## src/rtl/mem_port_arbiter_pkg.sv

```systemverilog
// Shared encodings and default widths for the two-requester memory port arbiter.
package mem_port_arbiter_pkg;

  localparam int ADDR_WIDTH_DEF = 4;
  localparam int DATA_WIDTH_DEF = 4;

  typedef enum logic {
    ST_CLEAR = 1'b0,
    ST_RUN   = 1'b1
  } state_t;

  // Owner tag carried alongside each in-flight read.
  typedef enum logic {
    TAG_A = 1'b0,
    TAG_B = 1'b1
  } tag_t;

endpackage

```

## src/rtl/rr_arbiter_2.sv

```systemverilog
// Two-way round-robin arbiter; grant is combinational, pointer moves to the
// loser after every accepted grant so a held request waits at most one command.
module rr_arbiter_2
  import mem_port_arbiter_pkg::*;
(
  input  logic       clk,
  input  logic       rst,
  input  logic [1:0] req,
  input  logic       advance,
  output logic [1:0] gnt
);

  tag_t ptr;

  always_comb begin
    gnt = req;
    if (req == 2'b11) begin
      gnt = (ptr == TAG_A) ? 2'b01 : 2'b10;
    end
  end

  always_ff @(posedge clk) begin
    if (rst) begin
      ptr <= TAG_A;
    end else if (advance && (gnt != 2'b00)) begin
      ptr <= gnt[0] ? TAG_B : TAG_A;
    end
  end

endmodule

```

## src/rtl/mem_port_arbiter.sv

```systemverilog
// Shares a registered-read single-port memory between requesters A and B.
// Optional post-reset clear sweep; read data returns 3 cycles after acceptance.
module mem_port_arbiter
  import mem_port_arbiter_pkg::*;
#(
  parameter int                    ADDR_WIDTH     = ADDR_WIDTH_DEF,
  parameter int                    DATA_WIDTH     = DATA_WIDTH_DEF,
  parameter bit                    CLEAR_ON_RESET = 1'b1,
  parameter logic [DATA_WIDTH-1:0] CLEAR_VALUE    = '0
) (
  input  logic                  i_Clock,
  input  logic                  i_Reset,
  input  logic                  i_ReqA,
  input  logic                  i_ReqB,
  input  logic                  i_WeA,
  input  logic                  i_WeB,
  input  logic [ADDR_WIDTH-1:0] i_AddrA,
  input  logic [ADDR_WIDTH-1:0] i_AddrB,
  input  logic [DATA_WIDTH-1:0] i_DataA,
  input  logic [DATA_WIDTH-1:0] i_DataB,
  output logic                  o_GntA,
  output logic                  o_GntB,
  output logic                  o_RdValidA,
  output logic                  o_RdValidB,
  output logic [DATA_WIDTH-1:0] o_RdDataA,
  output logic [DATA_WIDTH-1:0] o_RdDataB,
  output logic                  o_MemWriteEnable,
  output logic [ADDR_WIDTH-1:0] o_MemAddress,
  output logic [DATA_WIDTH-1:0] o_MemDataIn,
  input  logic [DATA_WIDTH-1:0] i_MemDataOut,
  output logic                  o_Ready
);

  state_t                state;
  state_t                state_nxt;
  logic [ADDR_WIDTH-1:0] clr_cnt;
  logic                  clearing;
  logic                  ready;
  logic [1:0]            req;
  logic [1:0]            gnt;
  logic                  sel_we;
  logic [ADDR_WIDTH-1:0] sel_addr;
  logic [DATA_WIDTH-1:0] sel_data;
  logic [1:0]            tag_vld;
  logic [1:0]            tag_own;

  always_ff @(posedge i_Clock) begin
    if (i_Reset) begin
      state <= CLEAR_ON_RESET ? ST_CLEAR : ST_RUN;
    end else begin
      state <= state_nxt;
    end
  end

  always_comb begin
    state_nxt = state;
    if ((state == ST_CLEAR) && (&clr_cnt)) begin
      state_nxt = ST_RUN;
    end
  end

  // Ready is masked by reset so nothing is granted while reset is held.
  always_comb begin
    clearing = (state == ST_CLEAR);
    ready    = (state == ST_RUN) && !i_Reset;
  end

  assign req     = ready ? {i_ReqB, i_ReqA} : 2'b00;
  assign o_GntA  = gnt[0];
  assign o_GntB  = gnt[1];
  assign o_Ready = ready;

  rr_arbiter_2 u_arb (
    .clk     (i_Clock),
    .rst     (i_Reset),
    .req     (req),
    .advance (ready),
    .gnt     (gnt)
  );

  always_comb begin
    sel_we   = i_WeA;
    sel_addr = i_AddrA;
    sel_data = i_DataA;
    if (gnt[1]) begin
      sel_we   = i_WeB;
      sel_addr = i_AddrB;
      sel_data = i_DataB;
    end
  end

  always_ff @(posedge i_Clock) begin
    if (i_Reset) begin
      clr_cnt <= '0;
    end else if (clearing) begin
      clr_cnt <= clr_cnt + 1'b1;
    end
  end

  // Idle cycles drop write enable but keep the last address and data on the bus.
  always_ff @(posedge i_Clock) begin
    if (i_Reset) begin
      o_MemWriteEnable <= 1'b0;
      o_MemAddress     <= '0;
      o_MemDataIn      <= '0;
    end else if (clearing) begin
      o_MemWriteEnable <= 1'b1;
      o_MemAddress     <= clr_cnt;
      o_MemDataIn      <= CLEAR_VALUE;
    end else if (gnt != 2'b00) begin
      o_MemWriteEnable <= sel_we;
      o_MemAddress     <= sel_addr;
      o_MemDataIn      <= sel_data;
    end else begin
      o_MemWriteEnable <= 1'b0;
    end
  end

  // Stage 0 covers the command register cycle, stage 1 the memory read cycle.
  always_ff @(posedge i_Clock) begin
    if (i_Reset) begin
      tag_vld <= 2'b00;
      tag_own <= 2'b00;
    end else begin
      tag_vld <= {tag_vld[0], (gnt != 2'b00) && !sel_we};
      tag_own <= {tag_own[0], gnt[1]};
    end
  end

  always_ff @(posedge i_Clock) begin
    if (i_Reset) begin
      o_RdValidA <= 1'b0;
      o_RdValidB <= 1'b0;
      o_RdDataA  <= '0;
      o_RdDataB  <= '0;
    end else begin
      o_RdValidA <= tag_vld[1] && (tag_own[1] == TAG_A);
      o_RdValidB <= tag_vld[1] && (tag_own[1] == TAG_B);
      if (tag_vld[1] && (tag_own[1] == TAG_A)) begin
        o_RdDataA <= i_MemDataOut;
      end
      if (tag_vld[1] && (tag_own[1] == TAG_B)) begin
        o_RdDataB <= i_MemDataOut;
      end
    end
  end

endmodule

```

## config.mk

```make
export PLATFORM = sky130hd
export DESIGN_NAME = mem_port_arbiter
export DESIGN_NICKNAME = d
export VERILOG_FILES = /design/src/rtl/mem_port_arbiter_pkg.sv /design/src/rtl/rr_arbiter_2.sv /design/src/rtl/mem_port_arbiter.sv
export SDC_FILE = /design/constraint.sdc
export NUM_CORES = 1
export LEC_CHECK = 0
export ABC_AREA = 0
export BUFFER_PORTS_ARGS = -buffer_cell sky130_fd_sc_hd__buf_2
export CORE_ASPECT_RATIO = 0.7
export CORE_MARGIN = 3
export CORE_UTILIZATION = 50
export DETAILED_ROUTE_END_ITERATION = 6
export PLACE_DENSITY = 0.88
export SYNTH_ARGS = -nofsm -noshare
export SYNTH_HDL_FRONTEND = slang
export SYNTH_SLANG_ARGS = --single-unit
```

## constraint.sdc

```tcl
create_clock -name i_Clock -period 3.26 [get_ports i_Clock]
set_input_delay 0.163 -clock i_Clock [delete_from_list [all_inputs] [get_ports i_Clock]]
set_output_delay 0.163 -clock i_Clock [all_outputs]
set_load 0.02 [all_outputs]
```

==> results.yml, run 1 <==
clock_tree:
  cts_resized: 0
  cts.repair_timing.setup_buffer_count: 0
  ctsRootBufferMaster: "sky130_fd_sc_hd__clkbuf_4"
  worst_skew_pair_later_pin_latency_ps: 320
  cts_hold_buffers: 0
  cts_htree_levels: 2
  cts_inserted_buffers: 5
  cts.path.max_buffers: 2
  tritoncts: "built"
  clock_sinks: 29
  worst_setup_hold_path_clk_slew_ps: 90
setup_path:
  worst_ep_arrival_time_ps: 2100
  crit_path_max_fanout: 13
  rr_startpoint: "state"
  reg2reg_depth: 5
  crit_path_start_kind: "flop"
  critPathCaptureType: "output port"
  worst-r2r-setup-slack_ps: 1300
  worstSetupPathType: "reg -> out"
  regToRegEndpoint: "o_MemAddress[0]"
  endpoint_required_time_on_the_critical_path_ps: 3100
drt:
  wl_met1_mm: 1.23
  met2_length_mm: 1.47
  post_drt_wl_per_cell_um: 14.1
  vias: 1103
  route.detailed.vias_per_inst: 5.30
  dr.pass1.iters: 5
  antenna_left: 0
  finalWirelength_mm: 2.93
  detail_route.iter0.violations: 39
  route.top_layer_used: "met4"
  drc: 0
  routed-wl-met3_um: 174
cells_and_area:
  area_grow_syn2layout_pct: 26.0
  finish.net_count: 204
  fin_area_um2: 1470
  proportion_of_layout_cells_with_a_drive_suffix_above_1_pct: 36.0
  layout.filler_cells: 162
  instances_no_fill: 208
  utilization_of_the_core_after_routing_pct: 72.5
  n_antenna_cell: 0
yosys:
  mean_syn_cell_area_um2: 9.07
  post_synthesis_register_bit_count: 29
  yosys_warnings: 0
  synth_edf_count: 0
  synthAdderAreaFrac_pct: 1.07
  synth_compound_gate_area_share_pct: 8.34
  synth.yosys.seq_area_share_pct: 49.6
  muxShareOfSynthArea_pct: 5.99
  synth_simple_gate_area_share_pct: 29.2
  synth_xor_area_share_pct: 1.50
  post_synth_num_cell_types: 28
  synth_top_flop_cell: "sky130_fd_sc_hd__dfxtp_1"
  synth.area.top_cells: "sky130_fd_sc_hd__dfxtp_1 (50%), sky130_fd_sc_hd__mux2i_1 (6.0%), sky130_fd_sc_hd__nor2_1 (5.5%)"
  synthDominantAreaCellType: "sky130_fd_sc_hd__dfxtp_1"
  largest_family_of_logic_cells_by_synthesized_area: "simple AND/OR/NAND/NOR gates"
  postSynth.asyncResetShare_pct: 0
  synth_area_um2: 1170
  syn_nets: 156
  synth_top_area_share_pct: 49.6
  synthCells: 129
timing:
  layout_worst_path_cycle_share_pct: 69.4
  timing.final.setup_violations: 0
  unrepaired_setup_endpoints_after_global_routing: "false"
  fin_hold_ws_ps: 83.7
  skew_ps: 6.35
  period_needed_ps: 2260
  fmax_ghz: 0.442
  report.final.hold_viol_count: 0
  worst_slew_margin_rel_pct: 61.9
  final-max-slew-violation-count: 0
  fin_setup_tns_ps: 0
  timing_worst_slew_pin_value_ps: 571
floorplan:
  floorplan.io_pins: 48
  rows: 13
  core_area_um2: 2030
  die_height_um: 46.5
  die_width_um: 63.8
  initial_core_util_pct: 57.5
  design.die.area_um2: 2970
power_and_ir_drop:
  p_per_area_nw_per_um2: 443
  pwr-share-clk_pct: 37.1
  p_sw_share_pct: 22.4
  seq_power_share_pct: 55.8
  power.leakage_nw: 0.693
  p_comb_share_pct: 7.1
  peakVddDrop_mv: 0.287
  sw_pwr_mw: 0.147
  p_int_mw: 0.507
min_path:
  worst_min_delay_path_category: "in -> reg"
  timing.hold.worst_path_depth: 3
  hold_path.startpoint: "i_DataB[3]"
  timing.hold.worst_endpoint: "o_MemDataIn[3]"
place:
  place_congestion: 0.773
  buffer_ports.inserted: 47
  dpl.cell_count: 200
  dp_hpwl_mm: 2.22
  placed_area_um2: 1400
outcome:
  status: "finished, final reports clean"
global_routing:
  grt_antenna_before_repair: 0
  first_global_vias: 1012
  gr-usage-all-layers_pct: 21.3
  maximum_number_of_pins_on_one_net_before_global_route_repair: 26
  global_route_wire_length_before_repair_mm: 4.58
  grt.overflow.total: 0
flow_run:
  drv_cap: 0
power groups by stage:
stage | clock [mW] | combinational [mW] | sequential (mW)
floorplan | 0 | 0.0190 | 0.375
global placement | 0 | 0.0452 | 0.372
detailed placement | 0 | 0.0466 | 0.372
CTS | 0.248 | 0.0468 | 0.364
global route | 0.264 | 0.0518 | 0.365
finish | 0.242 | 0.0465 | 0.364
cell families after synthesis:
| group | after synthesis |
|---|---|
| DFF | 29 |
| buffers and inverters | 9 |
| adders and majority gates | 1 |
| AOI/OAI and AO/OA | 16 |
| muxes | 7 |
| xor gates and xnor gates | 2 |
| and+or+nand+nor | 65 |
state kept, by name (all words and copies together) (netlist names):
register and cells:
o_RdValidA 1, o_RdDataA 4, o_MemAddress 4, o_MemDataIn 4, clr_cnt 4, o_RdDataB 4, u_arb.ptr 1, o_MemWriteEnable 1
tag_vld 2, tag_own 2, o_RdValidB 1, state 1
how the worst max path moves through the flow:
| stage | to | cells after the start | slack (ps) | startpoint |
|---|---|---|---|---|
| 2_1_floorplan | o_MemAddress[0] | 6 | 2020 | state |
| 5_1_grt | o_GntB | 4 | 850 | state |
| 4_1_cts | o_GntB | 4 | 1020 | state |
| 3_3_place_gp | o_MemAddress[1] | 5 | 1520 | state |
| 3_5_place_dp | o_MemAddress[0] | 5 | 1350 | state |
| 6_report | o_GntB | 4 | 1000 | state |
cell usage after synthesis (2+ instances only):
cell type / instances
sky130_fd_sc_hd__a211oi_1: 3
sky130_fd_sc_hd__a21oi_1: 6
sky130_fd_sc_hd__and3_1: 3
sky130_fd_sc_hd__buf_6: 2
sky130_fd_sc_hd__clkbuf_1: 2
sky130_fd_sc_hd__dfxtp_1: 29
sky130_fd_sc_hd__inv_2: 2
sky130_fd_sc_hd__mux2i_1: 7
sky130_fd_sc_hd__nand2_1: 11
sky130_fd_sc_hd__nand3_1: 9
sky130_fd_sc_hd__nor2_1: 17
sky130_fd_sc_hd__nor2b_1: 8
sky130_fd_sc_hd__nor3_1: 10
sky130_fd_sc_hd__nor4_2: 3
sky130_fd_sc_hd__o21ai_0: 3
sky130_fd_sc_hd__o22ai_1: 2
layout by cell type (no fill, tap or decap), types with 2 or more instances in the layout:
| cell | instances |
|---|---|
| sky130_fd_sc_hd__nand3_1 | 9 |
| sky130_fd_sc_hd__and3_1 | 3 |
| sky130_fd_sc_hd__nor2_1 | 17 |
| sky130_fd_sc_hd__nand2_1 | 11 |
| sky130_fd_sc_hd__o21ai_0 | 3 |
| sky130_fd_sc_hd__clkbuf_8 | 2 |
| sky130_fd_sc_hd__a211oi_1 | 3 |
| sky130_fd_sc_hd__o22ai_1 | 2 |
| sky130_fd_sc_hd__nor3_1 | 10 |
| sky130_fd_sc_hd__nor2b_1 | 8 |
| sky130_fd_sc_hd__clkbuf_4 | 5 |
| sky130_fd_sc_hd__a21oi_1 | 6 |
| sky130_fd_sc_hd__dfxtp_1 | 29 |
| sky130_fd_sc_hd__inv_2 | 2 |
| sky130_fd_sc_hd__buf_2 | 47 |
| sky130_fd_sc_hd__nor4_2 | 3 |
| sky130_fd_sc_hd__mux2i_1 | 7 |
per-stage QoR:
stage                     worst slack [ps]  power, mW
after floorplan                       2020      0.394
after global placement                1520      0.417
after detailed placement              1350      0.419
after CTS                             1020      0.659
after global routing                   853      0.681
final                                  998      0.653
area by class of cell:
class	count	area, um2	share of cell area [%]
Clock inverter	1	5.00	0.340
Tap cell	30	37.5	2.55
Timing Repair Buffer	47	235	16.0
Sequential cell	29	581	39.4
Multi-Input combinational cell	91	539	36.6
Inverter	3	11.3	0.764
Clock buffer	7	65.1	4.41
layer usage:
layer	vias to the layer above	global-route usage, %
li1	546	-
met1	509	22.7
met2	40	38.4
met3	8	9.02
met4	0	8.58
met5	-	0
worst max-delay path, cell delays in order, from the launching register on:
cell,delay [ps]
sky130_fd_sc_hd__dfxtp_1,600
sky130_fd_sc_hd__nor2b_2,410
sky130_fd_sc_hd__nand3_2,310
sky130_fd_sc_hd__inv_2,250
sky130_fd_sc_hd__buf_2,200
Note: power is estimated with default switching activity, not from simulation.
==> run 2, diff against run 1 <==
- ABC_AREA: 0 -> 1
- CORE_UTILIZATION: 50 -> 43
- PLACE_DENSITY: 0.88 -> 0.79
- clock period: 3.26 -> 2.07 ns (I/O delays scaled with it)
==> run 2 against run 1 <==
- non-clock buffer count did not move
- combinational power rose by 72%
- critical path depth rose by 1
- die area rose by 23%
- sequential share of layout area fell by 3.4 points
- count of clock-buffer cells in the layout did not move
- wire length fell by 8.7%
- via count rose by 5.4%
- global-route usage fell by 5.3 points
- hold slack got worse by 11 ps
- critical path type unchanged
- largest cell class unchanged
==> results.yml, run 2 <==
outcome:
  status: "finished, final reports clean"
drt:
  drc: 0
  vias: 1163
  dr.pass1.iters: 4
  finalWirelength_mm: 2.67
  antenna_left: 0
  route.detailed.vias_per_inst: 4.49
  post_drt_wl_per_cell_um: 10.3
  detail_route.iter0.violations: 55
yosys:
  synth.yosys.seq_area_share_pct: 45.9
  syn_nets: 201
  synthCells: 174
  synthDominantAreaCellType: "sky130_fd_sc_hd__dfxtp_1"
  synth_top_cells_by_count: "sky130_fd_sc_hd__nor2_1 (38), sky130_fd_sc_hd__inv_1 (32), sky130_fd_sc_hd__dfxtp_1 (29)"
  synth_top_flop_cell: "sky130_fd_sc_hd__dfxtp_1"
  synth_edf_count: 0
  postSynth.asyncResetShare_pct: 0
  synth_top_area_share_pct: 45.9
  synthMostInstantiatedCell: "sky130_fd_sc_hd__nor2_1"
  yosys_warnings: 0
  post_synth_num_cell_types: 23
  synth_area_um2: 1260
  mean_syn_cell_area_um2: 7.27
  post_synthesis_register_bit_count: 29
  synth.area.top_cells: "sky130_fd_sc_hd__dfxtp_1 (46%), sky130_fd_sc_hd__nor2_1 (11%), sky130_fd_sc_hd__inv_1 (9.5%)"
clock_tree:
  clock_sinks: 29
  worst_setup_hold_path_clk_slew_ps: 60
  ctsRootBufferMaster: "sky130_fd_sc_hd__clkbuf_8"
  worst_skew_pair_later_pin_latency_ps: 280
  cts.repair_timing.setup_buffer_count: 0
  cts_resized: 0
  cts_inserted_buffers: 5
  cts_hold_buffers: 0
  tritoncts: "built"
  cts_htree_levels: 2
  cts.path.max_buffers: 2
power_and_ir_drop:
  p_int_mw: 0.902
  pwr-share-clk_pct: 43.6
  p_per_area_nw_per_um2: 717
  power.leakage_nw: 0.881
  p_comb_share_pct: 6.9
  seq_power_share_pct: 49.5
  p_sw_share_pct: 22.1
  peakVddDrop_mv: 0.333
  sw_pwr_mw: 0.256
  total_power_mw: 1.16
global_routing:
  first_global_vias: 1032
  grt_antenna_before_repair: 0
  grt.overflow.total: 0
  maximum_number_of_pins_on_one_net_before_global_route_repair: 16
  gr-usage-all-layers_pct: 16.0
  global_route_wire_length_before_repair_mm: 4.49
timing:
  fin_hold_ws_ps: 72.4
  skew_ps: 6.62
  timing_worst_slew_pin_value_ps: 442
  unrepaired_setup_endpoints_after_global_routing: "false"
  worst_slew_margin_rel_pct: 70.5
  timing.final.setup_violations: 0
  fin_setup_tns_ps: 0
  final-max-slew-violation-count: 0
  fmax_ghz: 0.605
  layout_worst_path_cycle_share_pct: 79.9
  report.final.hold_viol_count: 0
  period_needed_ps: 1650
cells_and_area:
  layout_commonest_cell: "sky130_fd_sc_hd__buf_2"
  layout.cells.most_common_list: "sky130_fd_sc_hd__buf_2 (47), sky130_fd_sc_hd__nor2_1 (38), sky130_fd_sc_hd__inv_1 (32), sky130_fd_sc_hd__dfxtp_1 (29), sky130_fd_sc_hd__nand2_1 (19)"
  sequential_cell_area_um2: 581
  layout.filler_cells: 252
  area_grow_syn2layout_pct: 27.6
  instances_no_fill: 259
  proportion_of_layout_cells_with_a_drive_suffix_above_1_pct: 28.0
  fin_area_um2: 1610
  finish.net_count: 251
  multi_input_combinational_cell_area_um2: 518
  n_antenna_cell: 0
flow_run:
  drv_cap: 0
place:
  placed_area_um2: 1510
  buffer_ports.inserted: 47
  dp_hpwl_mm: 2.06
  place_congestion: 0.760
  dpl.cell_count: 251
floorplan:
  floorplan.io_pins: 48
  initial_core_util_pct: 48.1
  die_width_um: 70.8
  core_area_um2: 2630
  design.die.area_um2: 3640
  die_height_um: 51.4
  rows: 15
setup_path:
  crit_path_max_fanout: 15
  worstSetupPathType: "reg -> out"
  endpoint_required_time_on_the_critical_path_ps: 1970
  critPathCaptureType: "output port"
  crit_path_start_kind: "flop"
  worst_ep_arrival_time_ps: 1550
min_path:
  worst_min_delay_path_category: "in -> reg"
[run 2: changes by cell type after synthesis, sizes merged, moves of 4 or more]
cell and delta:
nor2b -9, nand2 +9, nor2 +22, a21oi +4, nor3 -10, o21ai +14, mux2i -7, inv +32
[run 2: path summary, 6_finish.rpt]
check / startpoint / to / slack [ps] / cells after the start
worst max register to register: state / o_MemWriteEnable / 570 / 7
worst min register to register: tag_own[0] / tag_own[1] / 410 / 2
worst min-delay path: i_MemDataOut[1] / o_RdDataA[1] / 70 / 3
worst max-delay path: state / o_GntB / 420 / 5
[run 2: cell type report]
class	instances	share of cell area, %
sequential	29	36.0
clock buffer	7	5.97
clock inverter	1	0.310
inverter	35	8.45
tap	34	2.64
timing repair buffer	47	14.6
multi-input combinational	106	32.1
[run 2: kinds of logic (layout without fill, tap and decap cells)]
kind of cell | after synthesis | in the layout | synth area share [%]
compound gates | 31 | 31 | 12.8
simple gates | 74 | 74 | 27.2
buf+inv | 39 | 90 | 13.2
fa+ha+maj | 1 | 1 | 0.989
flops | 29 | 29 | 45.9
[run 2: routing by layer]
metal,up-vias,share of wire [%],GRT usage [%]
met3,5,7.9,6.88
met5,-,0,0
met4,0,1.3,6.56
met2,32,41,22.9
li1,638,-,-
met1,488,50,21.1
[run 2: power groups by stage]
stage / clock network [mW] / logic [mW] / registers [mW]
after detailed placement: 0 / 0.0806 / 0.585
final: 0.504 / 0.0798 / 0.573
after floorplan: 0 / 0.0370 / 0.590
after global placement: 0 / 0.0806 / 0.585
after global routing: 0.543 / 0.0918 / 0.574
after CTS: 0.518 / 0.0804 / 0.573
[run 2: critical path, cell delays in order (launching register included)]
cell                      delay, ps
sky130_fd_sc_hd__dfxtp_1        590
sky130_fd_sc_hd__inv_6           80
sky130_fd_sc_hd__nor2_8         130
sky130_fd_sc_hd__nand3_4        160
sky130_fd_sc_hd__inv_1          130
sky130_fd_sc_hd__buf_2          170
[run 2: through the flow]
stage | utilization (%) | setup WS, ps
5_1_grt | 61.4 | 284
3_5_place_dp | 57.6 | 569
2_1_floorplan | - | 834
6_report | 61.4 | 416
4_1_cts | 61.4 | 394
3_3_place_gp | 57.6 | 659
==> run 3, diff against run 2 <==
- clock period: 2.07 -> 1.39 ns (I/O delays scaled with it)
==> run 3 against run 2 <==
- combinational power grew 53%
- final cell count grew 2.3%
- first-iteration DRC count shrank 9.1%
- clock power grew 29%
- hold slack lost 37 ps
- global-route usage grew 0.53 points
- utilization grew 1.2 points
- die area is the same
- via count grew 3.9%
- sequential share of layout area shrank 0.48 points
- critical endpoint unchanged
- largest power group unchanged
==> results.yml, run 3 (same netlist as run 2, synthesis figures left out) <==
outcome:
  status: "finished, final reports clean"
power_and_ir_drop:
  p_comb_share_pct: 7.5
  seq_power_share_pct: 52.5
  total_power_mw: 1.62
  peakVddDrop_mv: 0.554
  p_sw_share_pct: 23.5
  p_per_area_nw_per_um2: 987
  sw_pwr_mw: 0.382
  power.leakage_nw: 0.902
  p_int_mw: 1.24
  pwr-share-clk_pct: 40.0
global_routing:
  grt_antenna_before_repair: 0
  maximum_number_of_pins_on_one_net_before_global_route_repair: 14
  gr-usage-all-layers_pct: 16.6
  grt.overflow.total: 0
  global_route_wire_length_before_repair_mm: 4.60
  first_global_vias: 1029
floorplan:
  die_height_um: 51.4
  floorplan.io_pins: 48
  rows: 15
  initial_core_util_pct: 48.1
  core_area_um2: 2630
  design.die.area_um2: 3640
  die_width_um: 70.8
clock_tree:
  cts.path.max_buffers: 2
  cts_htree_levels: 2
  cts_inserted_buffers: 5
  tritoncts: "built"
  cts_hold_buffers: 0
  worst_skew_pair_later_pin_latency_ps: 280
  ctsRootBufferMaster: "sky130_fd_sc_hd__clkbuf_8"
  clock_sinks: 29
  worst_setup_hold_path_clk_slew_ps: 60
drt:
  vias: 1208
  routed-wl-met3_um: 192
  route.top_layer_used: "met4"
  post_drt_wl_per_cell_um: 10.2
  wl_met1_mm: 1.40
  detail_route.iter0.violations: 50
  dr.pass1.iters: 4
  antenna_left: 0
  met2_length_mm: 1.05
  drc: 0
  finalWirelength_mm: 2.70
  route.detailed.vias_per_inst: 4.56
timing:
  period_needed_ps: 1250
  worst_slew_margin_rel_pct: 77.8
  timing.final.setup_violations: 0
  layout_worst_path_cycle_share_pct: 90.0
  fin_setup_tns_ps: 0
  report.final.hold_viol_count: 0
  skew_ps: 5.66
  unrepaired_setup_endpoints_after_global_routing: "false"
  final-max-slew-violation-count: 0
  timing_worst_slew_pin_value_ps: 333
  fmax_ghz: 0.799
cells_and_area:
  area_grow_syn2layout_pct: 30.2
  layout.filler_cells: 256
  proportion_of_layout_cells_with_a_drive_suffix_above_1_pct: 30.3
  layout_commonest_cell: "sky130_fd_sc_hd__buf_2"
  fin_area_um2: 1650
  layout.cells.most_common_list: "sky130_fd_sc_hd__buf_2 (47), sky130_fd_sc_hd__nor2_1 (38), sky130_fd_sc_hd__inv_1 (32), sky130_fd_sc_hd__dfxtp_1 (28), sky130_fd_sc_hd__nand2_1 (18)"
  utilization_of_the_core_after_routing_pct: 62.7
  finish.net_count: 257
  n_antenna_cell: 0
min_path:
  worst_min_delay_path_category: "in -> reg"
place:
  buffer_ports.inserted: 47
  placed_area_um2: 1540
  place_congestion: 0.761
  dp_hpwl_mm: 2.06
setup_path:
  crit_path_start_kind: "flop"
  crit_path_max_fanout: 6
  endpoint_required_time_on_the_critical_path_ps: 1320
  worst_ep_arrival_time_ps: 1180
  worstSetupPathType: "reg -> out"
  critPathCaptureType: "output port"
flow_run:
  drv_cap: 0
## run 3: changes by cell type in the layout (fill, tap and decap cells not counted)
| cell | previous run | this run |
|---|---|---|
| sky130_fd_sc_hd__buf_4 | 0 | 6 |
| sky130_fd_sc_hd__clkbuf_8 | 7 | 5 |
| sky130_fd_sc_hd__clkbuf_1 | 0 | 1 |
| sky130_fd_sc_hd__clkinv_2 | 1 | 2 |
| sky130_fd_sc_hd__dfxtp_1 | 29 | 28 |
| sky130_fd_sc_hd__dfxtp_4 | 0 | 1 |
| sky130_fd_sc_hd__nand2_1 | 19 | 18 |
| sky130_fd_sc_hd__nand2_2 | 0 | 1 |
## run 3: power by group through the flow
stage	Clock (mW)	Sequential [mW]	Combinational [mW]
after floorplan	0	0.879	0.0551
after CTS	0.676	0.854	0.122
final	0.650	0.852	0.122
after global routing	0.717	0.853	0.140
after global placement	0	0.872	0.122
after detailed placement	0	0.872	0.123
## run 3: area by class of cell
cell class | instances | area (um2) | area share, %
inverter | 35 | 136 | 8.28
clock buffer | 6 | 72.6 | 4.41
clock inverter | 2 | 10.0 | 0.608
tap | 34 | 42.5 | 2.58
multi-input combinational | 106 | 520 | 31.6
sequential | 29 | 584 | 35.5
timing repair buffer | 53 | 280 | 17.0
## run 3: layer usage
metal,track usage [%],up-vias
li1,-,654
met1,22.4,513
met2,22.8,34
met3,6.09,7
met4,8.44,0
met5,0,-
## run 3: repair_timing
action | CTS | global route
setup endpoints to repair | 1 | 1
endpoints found under the hold margin | 0 | 0
gates resized for setup | 1 | 2
buffers inserted | 2 | 0
gates cloned | 0 | 0
## run 3: path summary, 6_finish.rpt
kind | from | endpoint | slack [ps] | cells after the start
hold / removal | i_DataA[3] | o_MemDataIn[3] | 40 | 3
hold reg to reg | tag_vld[0] | tag_vld[1] | 400 | 2
setup reg to reg | state | o_MemWriteEnable | 150 | 8
setup / recovery | state | o_GntB | 140 | 5
## run 3: critical path: stages, from the launching register on
cell and delay (ps):
sky130_fd_sc_hd__dfxtp_4 390, sky130_fd_sc_hd__inv_6 50, sky130_fd_sc_hd__nor2_8 110, sky130_fd_sc_hd__nand3_4 90, sky130_fd_sc_hd__inv_1 90, sky130_fd_sc_hd__buf_2 170
## run 3: stage by stage
stage | hold WS, ps | cells | setup WS (ps)
6_report | 35.6 | 265 | 139
5_1_grt | 42.9 | 265 | 30.0
4_1_cts | 23.4 | 265 | 95.0
3_5_place_dp | 326 | 255 | 54.6
3_3_place_gp | 326 | 255 | 102
2_1_floorplan | 175 | 174 | 154
